**config.mk**
```make
export PLATFORM = sky130hd
export DESIGN_NAME = regfile_wb_sched_flat
export DESIGN_NICKNAME = d
export VERILOG_FILES = /design/src/rtl/regfile_wb_sched_if.sv /design/src/rtl/regfile_wb_sched.sv /design/src/flat_wrapper.sv
export SDC_FILE = /design/constraint.sdc
export NUM_CORES = 1
export LEC_CHECK = 0
export ABC_AREA = 1
export BUFFER_PORTS_ARGS = -buffer_cell sky130_fd_sc_hd__buf_2
export CORE_ASPECT_RATIO = 1.5
export CORE_MARGIN = 2
export CORE_UTILIZATION = 28
export CTS_BUF_LIST = sky130_fd_sc_hd__clkbuf_8
export CTS_CLUSTER_DIAMETER = 30
export DETAILED_ROUTE_END_ITERATION = 12
export GPL_TIMING_DRIVEN = 0
export PLACE_DENSITY = 0.55
export SLEW_MARGIN = 20
export SYNTH_ARGS = -nofsm -noshare
export SYNTH_HDL_FRONTEND = slang
export SYNTH_SLANG_ARGS = --single-unit
```
**constraint.sdc**
```tcl
create_clock -name clk -period 2.3 [get_ports clk]
set_input_delay 0 -clock clk [delete_from_list [all_inputs] [get_ports clk]]
set_output_delay 0 -clock clk [all_outputs]
set_load 0.005 [all_outputs]
```
**src/rtl/regfile_wb_sched_if.sv**
```systemverilog
// Write-back scheduler bus: groups every producer request, decode/issue
// probe and regfile write-port signal of regfile_wb_sched.
//   master : execute/memory units, issue and decode side (drives requests)
//   slave  : the scheduler (drives hold/ready, hazard and rf_* outputs)
// Signals:
//   alu_valid/alu_rd/alu_data, alu_hold    ALU write-back request / hold
//   lsu_valid/lsu_rd/lsu_data, lsu_ready   load completion handshake
//   mdu_valid/mdu_rd/mdu_data, mdu_ready   mul/div completion handshake
//   iss_valid/iss_long/iss_rd              issue-stage scoreboard set
//   dec_valid/dec_rs1/dec_rs2/dec_rd       decode-stage hazard probe
//   hazard                                 decode stall
//   rf_rd/rf_result/rf_we                  regfile write port
//   sb_err                                 sticky scoreboard error
interface regfile_wb_sched_if #(
  parameter int XLEN = 32
);
  logic            alu_valid;
  logic [4:0]      alu_rd;
  logic [XLEN-1:0] alu_data;
  logic            alu_hold;
  logic            lsu_valid;
  logic [4:0]      lsu_rd;
  logic [XLEN-1:0] lsu_data;
  logic            lsu_ready;
  logic            mdu_valid;
  logic [4:0]      mdu_rd;
  logic [XLEN-1:0] mdu_data;
  logic            mdu_ready;
  logic            iss_valid;
  logic            iss_long;
  logic [4:0]      iss_rd;
  logic            dec_valid;
  logic [4:0]      dec_rs1;
  logic [4:0]      dec_rs2;
  logic [4:0]      dec_rd;
  logic            hazard;
  logic [4:0]      rf_rd;
  logic [XLEN-1:0] rf_result;
  logic            rf_we;
  logic            sb_err;

  modport master (
    output alu_valid, alu_rd, alu_data,
    output lsu_valid, lsu_rd, lsu_data,
    output mdu_valid, mdu_rd, mdu_data,
    output iss_valid, iss_long, iss_rd,
    output dec_valid, dec_rs1, dec_rs2, dec_rd,
    input  alu_hold, lsu_ready, mdu_ready,
    input  hazard, rf_rd, rf_result, rf_we, sb_err
  );

  modport slave (
    input  alu_valid, alu_rd, alu_data,
    input  lsu_valid, lsu_rd, lsu_data,
    input  mdu_valid, mdu_rd, mdu_data,
    input  iss_valid, iss_long, iss_rd,
    input  dec_valid, dec_rs1, dec_rs2, dec_rd,
    output alu_hold, lsu_ready, mdu_ready,
    output hazard, rf_rd, rf_result, rf_we, sb_err
  );
endinterface

```
**src/rtl/regfile_wb_sched.sv**
```systemverilog
// Write-back scheduler for the single-write-port integer register file.
// Arbitrates the write port between ALU (priority), LSU and MDU (round-robin
// with an anti-starvation override), and keeps a pending-write scoreboard
// for long-latency destinations that drives the decode hazard.
// Ports:
//   clk    clock
//   rst_n  asynchronous active-low reset
//   bus    regfile_wb_sched_if.slave (requests, handshakes, hazard, rf_*)
// Optional feature macro: SB_BYPASS_EN -- a pending register being written
// by LSU/MDU this cycle no longer stalls its rs1/rs2 readers.
module regfile_wb_sched #(
  parameter int XLEN     = 32,
  parameter int NREG     = 32,
  parameter int MAX_WAIT = 4
) (
  input  logic               clk,
  input  logic               rst_n,
  regfile_wb_sched_if.slave  bus
);

  localparam int CW = $clog2(MAX_WAIT + 1);

  typedef enum logic {RR_LSU = 1'b0, RR_MDU = 1'b1} rr_t;

  rr_t             rr_q, rr_d;
  logic [CW-1:0]   wait_q, wait_d;
  logic [NREG-1:0] pending_q, pending_d;
  logic            sb_err_q, sb_err_d;

  logic            alu_req, lsu_req, mdu_req, lm_req;
  logic            force_lm, grant_alu, grant_lm, grant_lsu, grant_mdu;
  logic            pick_lsu;
  logic [4:0]      lm_rd;
  logic [NREG-1:0] pend_rs;

  // Requests; x0 destinations never count as writes.
  assign alu_req = rst_n && bus.alu_valid && (bus.alu_rd != 5'd0);
  assign lsu_req = rst_n && bus.lsu_valid && (bus.lsu_rd != 5'd0);
  assign mdu_req = rst_n && bus.mdu_valid && (bus.mdu_rd != 5'd0);
  assign lm_req  = lsu_req || mdu_req;

  // Round-robin winner only matters when both long units ask.
  assign pick_lsu = lsu_req && (!mdu_req || (rr_q == RR_LSU));

  // A starved LSU/MDU request pre-empts the ALU once the counter saturates.
  assign force_lm  = lm_req && (wait_q >= CW'(MAX_WAIT));
  assign grant_alu = alu_req && !force_lm;
  assign grant_lm  = lm_req && (!alu_req || force_lm);
  assign grant_lsu = grant_lm && pick_lsu;
  assign grant_mdu = grant_lm && !pick_lsu;
  assign lm_rd     = grant_lsu ? bus.lsu_rd : bus.mdu_rd;

  // x0 completions are acknowledged without consuming the write port.
  assign bus.lsu_ready = grant_lsu || (rst_n && bus.lsu_valid && (bus.lsu_rd == 5'd0));
  assign bus.mdu_ready = grant_mdu || (rst_n && bus.mdu_valid && (bus.mdu_rd == 5'd0));
  assign bus.alu_hold  = alu_req && !grant_alu;

  always_comb begin
    bus.rf_we     = 1'b0;
    bus.rf_rd     = 5'd0;
    bus.rf_result = '0;
    if (grant_alu) begin
      bus.rf_we     = 1'b1;
      bus.rf_rd     = bus.alu_rd;
      bus.rf_result = bus.alu_data;
    end else if (grant_lsu) begin
      bus.rf_we     = 1'b1;
      bus.rf_rd     = bus.lsu_rd;
      bus.rf_result = bus.lsu_data;
    end else if (grant_mdu) begin
      bus.rf_we     = 1'b1;
      bus.rf_rd     = bus.mdu_rd;
      bus.rf_result = bus.mdu_data;
    end
  end

  always_comb begin
    rr_d      = rr_q;
    wait_d    = wait_q;
    pending_d = pending_q;
    sb_err_d  = sb_err_q;
    if (grant_lm) begin
      rr_d   = grant_lsu ? RR_MDU : RR_LSU;
      wait_d = '0;
      if (!pending_q[lm_rd]) sb_err_d = 1'b1;
      pending_d[lm_rd] = 1'b0;
    end else if (lm_req && alu_req) begin
      wait_d = wait_q + CW'(1);
    end
    // Applied after the clear so a same-cycle re-issue keeps the bit set.
    if (bus.iss_valid && bus.iss_long && (bus.iss_rd != 5'd0))
      pending_d[bus.iss_rd] = 1'b1;
    pending_d[0] = 1'b0;
  end

  always_ff @(posedge clk or negedge rst_n) begin
    if (!rst_n) begin
      rr_q      <= RR_LSU;
      wait_q    <= '0;
      pending_q <= '0;
      sb_err_q  <= 1'b0;
    end else begin
      rr_q      <= rr_d;
      wait_q    <= wait_d;
      pending_q <= pending_d;
      sb_err_q  <= sb_err_d;
    end
  end

`ifdef SB_BYPASS_EN
  // The regfile forwards this cycle's write to its read ports.
  always_comb begin
    pend_rs = pending_q;
    if (grant_lm) pend_rs[lm_rd] = 1'b0;
  end
`else
  assign pend_rs = pending_q;
`endif

  assign bus.hazard = rst_n && bus.dec_valid &&
                      (pend_rs[bus.dec_rs1] || pend_rs[bus.dec_rs2] ||
                       pending_q[bus.dec_rd]);
  assign bus.sb_err = sb_err_q;

endmodule

```
**src/flat_wrapper.sv**
```systemverilog
// flat-port wrapper written by rule: the top's interface ports become plain ports
module regfile_wb_sched_flat 
#(
  parameter int XLEN     = 32,
  parameter int NREG     = 32,
  parameter int MAX_WAIT = 4
)
  (clk, rst_n, bus_alu_valid, bus_alu_rd, bus_alu_data, bus_lsu_valid, bus_lsu_rd, bus_lsu_data, bus_mdu_valid, bus_mdu_rd, bus_mdu_data, bus_iss_valid, bus_iss_long, bus_iss_rd, bus_dec_valid, bus_dec_rs1, bus_dec_rs2, bus_dec_rd, bus_alu_hold, bus_lsu_ready, bus_mdu_ready, bus_hazard, bus_rf_rd, bus_rf_result, bus_rf_we, bus_sb_err);
  regfile_wb_sched_if #(.XLEN(XLEN)) bus_i ();
  input  logic clk;
  input  logic rst_n;
  input wire logic [$bits(bus_i.alu_valid)-1:0] bus_alu_valid;
  input wire logic [$bits(bus_i.alu_rd)-1:0] bus_alu_rd;
  input wire logic [$bits(bus_i.alu_data)-1:0] bus_alu_data;
  input wire logic [$bits(bus_i.lsu_valid)-1:0] bus_lsu_valid;
  input wire logic [$bits(bus_i.lsu_rd)-1:0] bus_lsu_rd;
  input wire logic [$bits(bus_i.lsu_data)-1:0] bus_lsu_data;
  input wire logic [$bits(bus_i.mdu_valid)-1:0] bus_mdu_valid;
  input wire logic [$bits(bus_i.mdu_rd)-1:0] bus_mdu_rd;
  input wire logic [$bits(bus_i.mdu_data)-1:0] bus_mdu_data;
  input wire logic [$bits(bus_i.iss_valid)-1:0] bus_iss_valid;
  input wire logic [$bits(bus_i.iss_long)-1:0] bus_iss_long;
  input wire logic [$bits(bus_i.iss_rd)-1:0] bus_iss_rd;
  input wire logic [$bits(bus_i.dec_valid)-1:0] bus_dec_valid;
  input wire logic [$bits(bus_i.dec_rs1)-1:0] bus_dec_rs1;
  input wire logic [$bits(bus_i.dec_rs2)-1:0] bus_dec_rs2;
  input wire logic [$bits(bus_i.dec_rd)-1:0] bus_dec_rd;
  output wire logic [$bits(bus_i.alu_hold)-1:0] bus_alu_hold;
  output wire logic [$bits(bus_i.lsu_ready)-1:0] bus_lsu_ready;
  output wire logic [$bits(bus_i.mdu_ready)-1:0] bus_mdu_ready;
  output wire logic [$bits(bus_i.hazard)-1:0] bus_hazard;
  output wire logic [$bits(bus_i.rf_rd)-1:0] bus_rf_rd;
  output wire logic [$bits(bus_i.rf_result)-1:0] bus_rf_result;
  output wire logic [$bits(bus_i.rf_we)-1:0] bus_rf_we;
  output wire logic [$bits(bus_i.sb_err)-1:0] bus_sb_err;
  assign bus_i.alu_valid = bus_alu_valid;
  assign bus_i.alu_rd = bus_alu_rd;
  assign bus_i.alu_data = bus_alu_data;
  assign bus_i.lsu_valid = bus_lsu_valid;
  assign bus_i.lsu_rd = bus_lsu_rd;
  assign bus_i.lsu_data = bus_lsu_data;
  assign bus_i.mdu_valid = bus_mdu_valid;
  assign bus_i.mdu_rd = bus_mdu_rd;
  assign bus_i.mdu_data = bus_mdu_data;
  assign bus_i.iss_valid = bus_iss_valid;
  assign bus_i.iss_long = bus_iss_long;
  assign bus_i.iss_rd = bus_iss_rd;
  assign bus_i.dec_valid = bus_dec_valid;
  assign bus_i.dec_rs1 = bus_dec_rs1;
  assign bus_i.dec_rs2 = bus_dec_rs2;
  assign bus_i.dec_rd = bus_dec_rd;
  assign bus_alu_hold = bus_i.alu_hold;
  assign bus_lsu_ready = bus_i.lsu_ready;
  assign bus_mdu_ready = bus_i.mdu_ready;
  assign bus_hazard = bus_i.hazard;
  assign bus_rf_rd = bus_i.rf_rd;
  assign bus_rf_result = bus_i.rf_result;
  assign bus_rf_we = bus_i.rf_we;
  assign bus_sb_err = bus_i.sb_err;
  regfile_wb_sched #(.XLEN(XLEN), .NREG(NREG), .MAX_WAIT(MAX_WAIT)) u_core (.clk(clk), .rst_n(rst_n), .bus(bus_i));
endmodule
```
==> results of run 1 <==
-- worst paths after layout --
kind,to,from,slack (ns),cells after the start
max,u_core.pend_rs[3],u_core.wait_q[2],0.18,7
min,u_core.pend_rs[30],bus_iss_rd[3],0.01,3
max reg2reg,u_core.pend_rs[3],u_core.wait_q[2],0.18,7
min reg2reg,u_core.bus.sb_err,u_core.bus.sb_err,0.47,2
max in group asynchronous,u_core.pend_rs[2],rst_n,1.81,3
min in group asynchronous,u_core.pend_rs[23],rst_n,0.28,3
-- cell usage in the layout (no fill, tap or decap) --
cell type,n
a21o_1,1
a21oi_1,25
a31oi_1,1
buf_12,2
buf_2,180
buf_4,1
buf_6,2
clkbuf_1,17
clkbuf_2,1
clkbuf_8,5
clkinv_1,3
clkinv_2,2
clkinv_4,1
dfrtp_1,36
dlygate4sd3_1,2
ha_1,1
inv_1,44
inv_2,12
inv_4,2
nand2_1,202
nand2_2,14
nand2_4,2
nand3_1,75
nand3_2,5
nand3b_1,2
nand4_1,2
nor2_1,42
nor2_2,7
nor2_8,1
o211ai_1,8
o21ai_0,95
o21ai_1,22
o21ai_4,4
o21bai_4,1
o221ai_1,4
o22ai_1,6
o311ai_0,1
o31ai_1,3
-- kinds of logic after synthesis --
logic type,after synthesis
AOI/OAI and AO/OA,171
adders and majority gates,1
buffers and inverters,83
DFF,36
and+or+nand+nor,352
-- per-layer routing --
metal,vias up,routed length [um],track usage
met5,-,0,0
met4,0,946,0.1212
met3,43,1188,0.03925
met2,276,8907,0.4375
met1,2295,6486,0.2711
li1,2529,-,-
-- through the flow --
| step | instances | power, mW |
|---|---|---|
| global placement | 982 | 1.989 |
| global route | 993 | 2.642 |
| finish | 993 | 2.467 |
| floorplan | 643 | 1.480 |
| CTS | 993 | 2.462 |
| detailed placement | 982 | 1.993 |
-- final cells by class --
cell class,count,area [um2],share of cell area
multi-input combinational,524,2527,0.5046
timing repair buffer,183,947.2,0.1891
sequential,36,900.9,0.1799
inverter,61,234.0,0.04671
tap,159,198.9,0.03972
buffer,22,112.6,0.02248
clock buffer,5,68.82,0.01374
clock inverter,3,18.77,0.003747
-- where the power goes --
part	internal [mW]	switching (mW)	leakage [nW]	total [mW]
clock network	0.211	0.249	0.0479	0.461
logic	0.411	0.613	2.07	1.02
registers	0.759	0.223	0.460	0.982
-- worst reg2reg max path: stages, from the launching register on --
cell and delay (ns):
dfrtp_1 0.44, o21ai_4 0.36, o21bai_4 0.16, nand2_1 0.15
buf_6 0.16, nand3_1 0.36, o21ai_0 0.27, o21ai_0 0.11
-- sequential cells by signal, summed over array words and instances (netlist names) --
name and count:
u_core.rr_q 1, u_core.pend_rs 31, u_core.bus.sb_err 1, u_core.wait_q 3
-- what timing repair did --
item,CTS,global route
endpoints found under the hold margin,37,0
pin swaps,0,0
resized for setup,3,2
hold buffers,3,0
setup endpoints to repair,69,2
==> impl_metrics.tcl, run 1 <==
set metrics [dict create \
    grt_pass1_wl_um 27360 \
    synthTopCellsByArea "dfrtp_1 (24%), nand2_1 (20%), o21ai_0 (13%)" \
    diodes 0 \
    worst-path-buf-inv 1 \
    yosysWarnings 0 \
    fin_crit_sh 0.9218 \
    antenna_left 0 \
    finalHoldViolations 0 \
    final_max_slew_viol_count 0 \
    grt_max_degree 37 \
    yosys-top-cells-count "nand2_1 (202), o21ai_0 (96), nand3_1 (75)" \
    cts_htree_levels 2 \
    fin_skew_ns 0.008652 \
    startpoint_type "flop" \
    die_h_um 146.1 \
    first_pass_iters 5 \
    critical_path_class "flop to flop" \
    synth_edf_count 0 \
    hold_slack_ns 0.01045 \
    rsz0062_at_grt "false" \
    crit_arrival_ns 2.29 \
    placed_area_um2 4871 \
    syn_area_um2 3771 \
    muxShareOfSynthArea 0 \
    critPathSlowestCell "dfrtp_1" \
    die_x_um 98.76 \
    synth_top_cell_area_share 0.2389 \
    hold_path.class "primary input to flop" \
    clock.fmax_mhz 471.7 \
    cts_made_buffers 5 \
    num_rows 51 \
    core_region_area_um2 13080 \
    drtIter0Drc 437 \
    pin_count 182 \
    fill_cells 1487 \
    ir_drop_mv 0.1994 \
    antenna_found_initial 0 \
    clk-insertion-delay-late_ns 0.30 \
    syn_area_per_cell_um2 5.865 \
    synth-async-reset-ratio 1.000 \
    outcome "finished clean" \
    via_per_inst 5.179 \
    drc_errors 0 \
    die_area_um2 14430 \
    first_global_vias 5025 \
    max_stage_delay_ns 0.44 \
    tns_ns 0 \
    cts.path.max_buffers 2 \
    tightest_slew_ns 0.4912 \
    synthXorXnorAreaFrac 0 \
    grtUsageTotal 0.2427 \
    yosysTopAreaCell "dfrtp_1" \
    worstSetupEndpointType "flop" \
    synth_flop_cell "dfrtp_1" \
    critPathRequiredTime_ns 2.47 \
    place_congestion 0.8992 \
    cap_violations 0 \
    clkTransAtPathRegs_ns 0.08 \
    p_per_area_nw_per_um2 492.6 \
    drive_gt1_frac 0.2902 \
    layout_min_cycle_time_ns 2.120 \
    ys_seq_elements 36 \
    synth_most_common_cell "nand2_1" \
    gr-total-overflow 0 \
    crit_path_cell_trace "o21ai_4 > o21bai_4 > nand2_1 > buf_6 > nand3_1 > o21ai_0 > o21ai_0" \
    synth-compound-area-share 0.2578 \
    finalSetupViolCount 0 \
    dp_hpwl_um 14310 \
    yosys.area_share.simple 0.4084 \
    nNetsFinal 973 \
    synth_top_family_by_area "simple AND/OR/NAND/NOR gates" \
    crit_top_cell "o21ai_0" \
    synthCells 643 \
    fin_util 0.3829 \
    io_buffers 180 \
    setup_ws_ns 0.1799 \
    critPathMaxFanout 10 \
    cts_setup_buffers 0 \
    p_leak_nw 2.581 \
    place_ws_ns -0.5696 \
    crit_family "compound AO/OA/AOI/OAI gates" \
    num_vias 5143 \
    cts.sinks 36 \
    slew_headroom 0.6725 \
    wl_per_cell_um 17.65 \
    synthDistinctLibCells 33 \
    synthToLayoutAreaGrowth_pct 32.81 \
    design_area_um2 5009 \
    wl_um 17530 \
    cts_tree "done" \
    yosysSeqAreaShare 0.2389 \
    synth-adder-area-share 0.003318 \
    root_buffer "clkbuf_8" \
    start_util 0.2883 \
    synth_nets 783 \
]
Power figures use the tool's default switching activity.
==> run 2, diff against run 1 <==
--- a/config.mk
+++ b/config.mk
@@ -8,2 +8,3 @@
 export ABC_AREA = 1
+export ABC_CLOCK_PERIOD_IN_PS = 2700
 export BUFFER_PORTS_ARGS = -buffer_cell sky130_fd_sc_hd__buf_2
==> constraint.sdc (replaced) <==
create_clock -name clk -period 2.7 [get_ports clk]
set_input_delay 0 -clock clk [delete_from_list [all_inputs] [get_ports clk]]
set_output_delay 0 -clock clk [all_outputs]
set_load 0.01 [all_outputs]
==> run 2 against run 1 <==
Clock skew fell by 0.0038 ns. Critical path depth rose by 5. Core utilization barely moved. Clock power fell by 15%.
==> impl_metrics.tcl, run 2 (synthesized netlist as in run 1, its figures left out) <==
set metrics [dict create \
    root_buffer "clkbuf_8" \
    start_util 0.2883 \
    clk-insertion-delay-late_ns 0.30 \
    hold_path.class "primary input to flop" \
    place_congestion 0.8992 \
    crit_end "bus_rf_result[7]" \
    r2r_cells 7 \
    wl_um 17540 \
    p_leak_nw 2.580 \
    die_h_um 146.1 \
    cts.sinks 36 \
    regToRegEndpoint "u_core.pend_rs[3]" \
    io_buffers 180 \
    cts_made_buffers 5 \
    layout_min_cycle_time_ns 2.420 \
    crit_arrival_ns 2.42 \
    drc_errors 0 \
    grt_max_degree 37 \
    cts_tree "done" \
    clkTransAtPathRegs_ns 0.08 \
    drtIter0Drc 383 \
    first_global_vias 5029 \
    seqCellArea_um2 900.9 \
    cts_htree_levels 2 \
    startpoint_type "primary input" \
    fill_cells 1488 \
    synthToLayoutAreaGrowth_pct 32.65 \
    final_cell_mix "nand2_1 (202), buf_2 (180), o21ai_0 (96)" \
    grt_pass1_wl_um 27310 \
    antenna_found_initial 0 \
    fin_util 0.3824 \
    critical_path.startpoint "rst_n" \
    critical_path_class "primary input to output pin" \
    hold_slack_ns 0.01786 \
    gr-total-overflow 0 \
    critPathMaxFanout 10 \
    via_per_inst 5.158 \
    r2r_setup_slack_ns 0.60 \
    core_region_area_um2 13080 \
    layout_commonest_cell "nand2_1" \
    dp_hpwl_um 14310 \
    cts.path.max_buffers 2 \
    largest_reg_flops 31 \
    wl_per_cell_um 17.66 \
    drive_gt1_frac 0.2890 \
    p_per_area_nw_per_um2 424.5 \
    clock.fmax_mhz 413.2 \
    num_rows 51 \
    rsz0062_at_grt "false" \
    critPathRequiredTime_ns 2.70 \
    cts_setup_buffers 0 \
    first_pass_iters 5 \
    outcome "finished clean" \
    ir_drop_mv 0.1713 \
    fin_skew_ns 0.004840 \
    pin_count 182 \
    cap_violations 0 \
    fin_crit_sh 0.8963 \
    grtUsageTotal 0.2425 \
    antenna_left 0 \
    diodes 0 \
    die_area_um2 14430 \
    tightest_slew_ns 0.4925 \
    slew_headroom 0.6717 \
    num_vias 5122 \
    final_max_slew_viol_count 0 \
    worstSetupEndpointType "output pin" \
    reg2reg_from "u_core.wait_q[2]" \
    multi_input_area_um2 2525 \
    finalHoldViolations 0 \
    die_x_um 98.76 \
    finalSetupViolCount 0 \
    nNetsFinal 973 \
]
==> run 2: worst min-delay path by stage <==
| stage | slack, ns | start | cells after the start | to |
|---|---|---|---|---|
| 3_5_place_dp | 0.22 | rst_n | 1 | u_core.pend_rs[19] |
| 2_1_floorplan | -0.30 | rst_n | 0 | u_core.bus.sb_err |
| 5_1_grt | 0.03 | bus_iss_rd[3] | 3 | u_core.pend_rs[30] |
| 6_report | 0.02 | bus_iss_rd[3] | 3 | u_core.pend_rs[30] |
| 3_3_place_gp | 0.21 | rst_n | 1 | u_core.pend_rs[23] |
| 4_1_cts | 0.008 | bus_iss_rd[3] | 3 | u_core.pend_rs[30] |
==> run 2: layout make-up <==
class,instances,share of cell area
Multi-Input combinational cell,524,0.5048
Timing Repair Buffer,183,0.1886
Sequential cell,36,0.1801
Inverter,61,0.04677
Tap cell,159,0.03977
Buffer,22,0.02251
Clock buffer,5,0.01376
Clock inverter,3,0.003752
==> run 2: worst max-delay path: stages <==
cell	delay, ns
dlygate4sd3_1	0.52
buf_4	0.18
nand2_1	0.10
clkinv_1	0.08
nand3_1	0.11
nand2_4	0.15
inv_2	0.08
nor2_1	0.35
clkbuf_2	0.31
nand2_1	0.12
nand3_1	0.21
buf_2	0.18
==> run 2: per-layer routing <==
layer / share of wire / global-route usage / vias up
li1: - / - / 2528
met2: 0.50 / 0.4348 / 265
met1: 0.36 / 0.2705 / 2277
met3: 0.072 / 0.04021 / 52
met4: 0.060 / 0.1253 / 0
met5: 0 / 0 / -
==> run 2: where the power goes <==
group | internal [mW] | total (mW) | switching, mW
Clock | 0.180 | 0.390 | 0.211
Combinational | 0.350 | 0.895 | 0.545
Sequential | 0.647 | 0.838 | 0.191
==> run 2: what timing repair did <==
item	4_1_cts	5_1_grt
gates cloned	0	0
hold buffers	3	0
hold endpoints to repair	37	0
setup endpoints to repair	9	5
gates resized for setup	1	2
==> run 2: metrics by stage <==
stage / setup WS [ns] / total power [mW] / area [um2] / instances / TNS (ns)
after floorplan: 1.032 / 1.285 / 3771 / 643 / 0
after global placement: -0.1546 / 1.719 / 4871 / 982 / -2.852
after detailed placement: -0.1696 / 1.722 / 4871 / 982 / -3.481
after CTS: 0.08460 / 2.121 / 5001 / 993 / 0
after global routing: 0.1089 / 2.275 / 5002 / 993 / 0
final: 0.2799 / 2.124 / 5002 / 993 / 0
